==> src/rtl/io_mmio_ctrl.sv <==
// io_mmio_ctrl: stateful back end of the 0x8xxx_xxxx MMIO region.
//   Owns the cycle/instruction counters and the button-event store, and turns
//   CPU loads/stores into UART transmit/receive strobes.
// Build option: define IO_MMIO_BTN_FIFO_EN for a BTN_FIFO_DEPTH-entry button
//   FIFO; otherwise a single-entry holding register (newest press wins).
// Ports:
//   clk, rst_n                 clock, async active-low reset
//   addr, wdata, we, re        MEM-stage access (we/re one cycle per access)
//   inst_retire                one instruction committed this cycle
//   trmt_full                  UART transmitter cannot accept data
//   buttons_in                 one-cycle press pulses
//   trmt_data, trmt_valid      registered transmit byte and strobe
//   recv_pop                   registered receive-byte consume strobe
//   counter_cycle/inst         free-running cycle and retired-instruction counts
//   buttons_empty, buttons     button store empty flag and show-ahead head
module io_mmio_ctrl #(
  parameter int unsigned BTN_FIFO_DEPTH = 8
) (
  input  logic        clk,
  input  logic        rst_n,
  input  logic [31:0] addr,
  input  logic [31:0] wdata,
  input  logic        we,
  input  logic        re,
  input  logic        inst_retire,
  input  logic        trmt_full,
  input  logic [2:0]  buttons_in,
  output logic [7:0]  trmt_data,
  output logic        trmt_valid,
  output logic        recv_pop,
  output logic [31:0] counter_cycle,
  output logic [31:0] counter_inst,
  output logic        buttons_empty,
  output logic [2:0]  buttons
);

  localparam logic [3:0] REGION      = 4'h8;
  localparam logic [5:0] OFF_RX      = 6'h04;
  localparam logic [5:0] OFF_TX      = 6'h08;
  localparam logic [5:0] OFF_CNT_CLR = 6'h18;
  localparam logic [5:0] OFF_BTN     = 6'h24;

  // Address decode; only addr[5:0] selects the register within the region.
  logic       hit;
  logic [5:0] off;
  logic       tx_c, rx_c, clr_c, btn_pop_c, btn_push_c;

  assign hit        = (addr[31:28] == REGION);
  assign off        = addr[5:0];
  assign tx_c       = we && hit && (off == OFF_TX) && !trmt_full;
  assign rx_c       = re && hit && (off == OFF_RX);
  assign clr_c      = we && hit && (off == OFF_CNT_CLR);
  assign btn_pop_c  = re && hit && (off == OFF_BTN);
  assign btn_push_c = (buttons_in != 3'b000);

  // Address/data bits outside the decode are intentionally ignored.
  logic unused_ok;
  assign unused_ok = ^{addr[27:6], wdata[31:8], 8'(BTN_FIFO_DEPTH)};

  // UART strobes: one-cycle pulses the cycle after the access.
  always_ff @(posedge clk or negedge rst_n) begin
    if (!rst_n) begin
      trmt_data  <= 8'h00;
      trmt_valid <= 1'b0;
      recv_pop   <= 1'b0;
    end else begin
      trmt_valid <= tx_c;
      recv_pop   <= rx_c;
      if (tx_c) trmt_data <= wdata[7:0];
    end
  end

  // Counters; a clear wins over the increment in the same cycle.
  always_ff @(posedge clk or negedge rst_n) begin
    if (!rst_n) begin
      counter_cycle <= 32'h0;
      counter_inst  <= 32'h0;
    end else if (clr_c) begin
      counter_cycle <= 32'h0;
      counter_inst  <= 32'h0;
    end else begin
      counter_cycle <= counter_cycle + 32'h1;
      if (inst_retire) counter_inst <= counter_inst + 32'h1;
    end
  end

`ifdef IO_MMIO_BTN_FIFO_EN
  localparam int unsigned AW = $clog2(BTN_FIFO_DEPTH);
  localparam int unsigned CW = AW + 1;

  logic [2:0]    mem [BTN_FIFO_DEPTH];
  logic [AW-1:0] rd_ptr, wr_ptr, rd_ptr_nxt;
  logic [CW-1:0] count, count_mid, count_nxt;
  logic          pop_ok, push_ok;
  logic [2:0]    head_nxt;

  // Pop first so a full FIFO can accept a push in the same cycle; the head
  // output is precomputed so it stays registered yet show-ahead.
  always_comb begin
    pop_ok     = btn_pop_c && (count != '0);
    push_ok    = btn_push_c && ((count != CW'(BTN_FIFO_DEPTH)) || pop_ok);
    rd_ptr_nxt = pop_ok ? rd_ptr + AW'(1) : rd_ptr;
    count_mid  = pop_ok ? count - CW'(1) : count;
    count_nxt  = push_ok ? count_mid + CW'(1) : count_mid;
    head_nxt   = 3'b000;
    if (count_mid == '0) begin
      if (push_ok) head_nxt = buttons_in;
    end else begin
      head_nxt = mem[rd_ptr_nxt];
    end
  end

  always_ff @(posedge clk or negedge rst_n) begin
    if (!rst_n) begin
      rd_ptr        <= '0;
      wr_ptr        <= '0;
      count         <= '0;
      buttons       <= 3'b000;
      buttons_empty <= 1'b1;
    end else begin
      rd_ptr        <= rd_ptr_nxt;
      count         <= count_nxt;
      buttons       <= head_nxt;
      buttons_empty <= (count_nxt == '0);
      if (push_ok) wr_ptr <= wr_ptr + AW'(1);
    end
  end

  // Storage needs no reset: validity is tracked by count.
  always_ff @(posedge clk) begin
    if (push_ok) mem[wr_ptr] <= buttons_in;
  end
`else
  // Single holding register: a new press overwrites any unread one.
  always_ff @(posedge clk or negedge rst_n) begin
    if (!rst_n) begin
      buttons       <= 3'b000;
      buttons_empty <= 1'b1;
    end else if (btn_push_c) begin
      buttons       <= buttons_in;
      buttons_empty <= 1'b0;
    end else if (btn_pop_c) begin
      buttons       <= 3'b000;
      buttons_empty <= 1'b1;
    end
  end
`endif

endmodule

==> config.mk <==
export PLATFORM = sky130hd
export DESIGN_NAME = io_mmio_ctrl
export DESIGN_NICKNAME = d
export VERILOG_FILES = /design/src/rtl/io_mmio_ctrl.sv
export SDC_FILE = /design/constraint.sdc
export NUM_CORES = 1
export LEC_CHECK = 0
export CAP_MARGIN = 30
export CORE_AREA = 10 10 102 104
export DETAILED_ROUTE_END_ITERATION = 8
export DIE_AREA = 0 0 112 114
export PLACE_DENSITY = 0.88
export SLEW_MARGIN = 20
export SYNTH_ARGS = -nofsm -noshare
export SYNTH_HDL_FRONTEND = slang
export SYNTH_SLANG_ARGS = --single-unit
==> constraint.sdc <==
create_clock -name clk -period 5.9 [get_ports clk]
set_clock_uncertainty 0.2 [all_clocks]
set_input_delay 1.77 -clock clk [delete_from_list [all_inputs] [get_ports clk]]
set_output_delay 1.77 -clock clk [all_outputs]
set_load 0.05 [all_outputs]
==> impl_metrics.tcl <==
set metrics [dict create \
    clockBufferDepth 2 \
    cts_made_buffers 9 \
    overflow 0 \
    clk-insertion-delay-late_ns 0.35 \
    required_ns 5.92 \
    cp-start-kind "input port" \
    rsz0062_at_grt "no" \
    seq_power_share 0.461 \
    rows 34 \
    synth_seq_cells 78 \
    synth_top_area_cell "dfrtp_1" \
    yosys_warnings 0 \
    hold_viol 0 \
    path_max_fanout 44 \
    layout-drive-gt1-share 0.07566 \
    syn_avg_cell_area_sq_um 10.05 \
    max-slew-margin-rel 0.4216 \
    r2r-start "counter_cycle[0]$_DFF_PN0_" \
    stdcell_area_sq_um 5170 \
    track_usage 0.1555 \
    ctsHoldBuffers 0 \
    areaGrowthSynthToFinish_pct 34.03 \
    antenna-diode-count 0 \
    comb_power_share 0.281 \
    worst_slack_ns 1.659 \
    yosysSeqAreaShare 0.5063 \
    finalCritPeriodShare 0.7187 \
    holdPathStages 1 \
    vias 3499 \
    switching_power_uw 551.7 \
    dp_slack_ns 1.296 \
    cts_resized 0 \
    grt_pass1_wl_mm 16.90 \
    n_fill_cell 687 \
    fin_crit_ns 4.241 \
    drt_first_pass_iters 5 \
    synth_top_cell_area_share 0.4995 \
    swShare 0.3849 \
    worstHoldStart "buttons[2]$_DFFE_PN0P_" \
    drtIter0Drc 148 \
    status "complete, no violations" \
    chipWidth_um 112 \
    ctsHtreeMaxLevel 3 \
    cts-root-buf "clkbuf_8" \
    utilization 0.6107 \
    hpwl_mm 7.438 \
    place_congestion 0.7782 \
    port-buffer-count 104 \
    p_int_uw 881.5 \
    grt_pass1_vias 3438 \
    finalMaxSlewViolations 0 \
    p_per_area_nw_per_um2 277.2 \
    p_leak_nw 1.984 \
    worst-setup-path-type "in2reg" \
    nets 559 \
    cp-startpoint "addr[29]" \
    pin_count 151 \
    die_area_sq_um 12770 \
    post_dp_cell_area_sq_um 4962 \
    syn-instance-count 384 \
    arrival_ns 4.26 \
    power.share.clock 0.258 \
    synthTopCellsByArea "dfrtp_1 50%, or4_1 5.3%, o31ai_1 4.9%, a21oi_1 4.7%, xnor2_1 3.0%" \
    synth_cell_types 37 \
    core-area_sq_um 8466 \
    fmax_mhz 235.8 \
    antenna_found_initial 0 \
    fin_setup_tns_ns 0 \
    grt_max_degree 79 \
    path_clk_slew_ns 0.09 \
    setup_viol 0 \
    maxCapViolCount 0 \
    tightest_slew_ns 0.8676 \
    wl_mm 10.07 \
    start_util 0.4557 \
    syn_nets 459 \
    ant_nets 0 \
    reg2reg_depth 5 \
    remaining_drc_errors 0 \
    cts_sinks 78 \
    peakVddDrop_mv 0.2391 \
    post-cts-setup-buffers 0 \
    wl_per_cell_um 16.87 \
    drt-vias-per-instance 5.861 \
    regToRegSetupSlack_ns 3.39 \
    die_y_um 114 \
    tritoncts "yes" \
    synth_area_sq_um 3857 \
    hold_class "reg2reg" \
    end_kind "flop" \
]
[Yosys cell counts, drive strengths merged]
master   count
and3         4
o21ai       11
nor2        29
dfrtp       77
nand4       19
and4        10
a21o         3
or4         29
xnor2       13
xor2        10
nand3       22
nor4         6
a31oi        1
nand4b       1
nor3         6
clkbuf      14
and2         3
or4b         1
inv         10
ha           2
nor4bb       2
a2111oi      1
o31ai       25
nand2       20
o21a         3
or3         10
mux2         8
buf          4
nor4b        2
a21oi       36
mux2i        1
dfstp        1
[worst max-delay path, cell delays in order]
cell and delay, ns:
clkdlybuf4s50_1 0.41, nor4b_1 0.72, and4_2 0.96, buf_4 0.32, a21oi_1 0.06
[per-layer routing]
metal  vias to the layer above  routed length (um)  global-route usage
met1                      1725                4017              0.1774
met5                         -                   0                   0
met3                        14                 781             0.06457
met2                       106                5125              0.2638
li1                       1654                   -                   -
met4                         0                 146             0.04146
[stage by stage]
stage,power [mW],std cells,hold WS [ns]
finish,1.433,597,0.2860
global route,1.512,597,0.3208
CTS,1.447,596,0.2924
detailed placement,1.074,580,0.2686
global placement,1.062,580,0.2620
floorplan,0.9086,384,0.3875
[worst paths after layout]
path                                                      to
worst max-delay path             counter_cycle[18]$_DFF_PN0_
worst min-delay path                  buttons[2]$_DFFE_PN0P_
worst max register to register   counter_cycle[18]$_DFF_PN0_
worst min register to register        buttons[2]$_DFFE_PN0P_
max in group asynchronous          buttons_empty$_DFFE_PN1P_
min in group asynchronous       counter_inst[18]$_DFFE_PN0P_
[placed cells by master (no fill, tap or decap), drive strengths merged, types with 4 or more instances in the layout]
| cell | count |
|---|---|
| clkdlybuf4s50 | 103 |
| dfrtp | 77 |
| a21oi | 36 |
| nor2 | 29 |
| or4 | 29 |
| o31ai | 25 |
| nand3 | 22 |
| nand2 | 20 |
| nand4 | 19 |
| inv | 14 |
| xnor2 | 13 |
| o21ai | 11 |
| xor2 | 10 |
| or3 | 10 |
| and4 | 10 |
| clkbuf | 9 |
| mux2 | 8 |
| nor3 | 6 |
| nor4 | 6 |
| and3 | 4 |
| buf | 4 |
[state kept, by name, summed over array words and instances (netlist names)]
| signal | cells |
|---|---|
| trmt_data | 8 |
| counter_cycle | 32 |
| buttons | 3 |
| recv_pop | 1 |
| trmt_valid | 1 |
| counter_inst | 32 |
| buttons_empty | 1 |
[power groups by stage]
stage / Clock (mW) / Sequential, mW / Combinational (mW)
after floorplan: 0 / 0.826 / 0.0830
after global placement: 0 / 0.665 / 0.397
after detailed placement: 0 / 0.670 / 0.404
after CTS: 0.380 / 0.661 / 0.406
after global routing: 0.409 / 0.673 / 0.431
final: 0.370 / 0.661 / 0.402
[cell families after synthesis]
| logic type | Yosys count | synth area share |
|---|---|---|
| AND/OR/NAND/NOR | 164 | 0.2520 |
| AO/OA/AOI/OAI | 80 | 0.1252 |
| flip-flops | 78 | 0.5063 |
| buffers and inverters | 28 | 0.03179 |
| XOR/XNOR | 23 | 0.05222 |
| multiplexers | 9 | 0.02595 |
| adder cells (fa/ha/maj) | 2 | 0.006486 |
[final cells by class]
type                            count  area, sq um  area share
Multi-Input combinational cell    278         1783      0.3449
Sequential cell                    78         1953      0.3778
Inverter                           10        37.54    0.007260
Clock buffer                        9        123.9     0.02396
Tap cell                          108        135.1     0.02614
Timing Repair Buffer              107         1081      0.2091
Clock inverter                      7        56.30     0.01089
No activity file was read; power rests on OpenSTA's default activity.
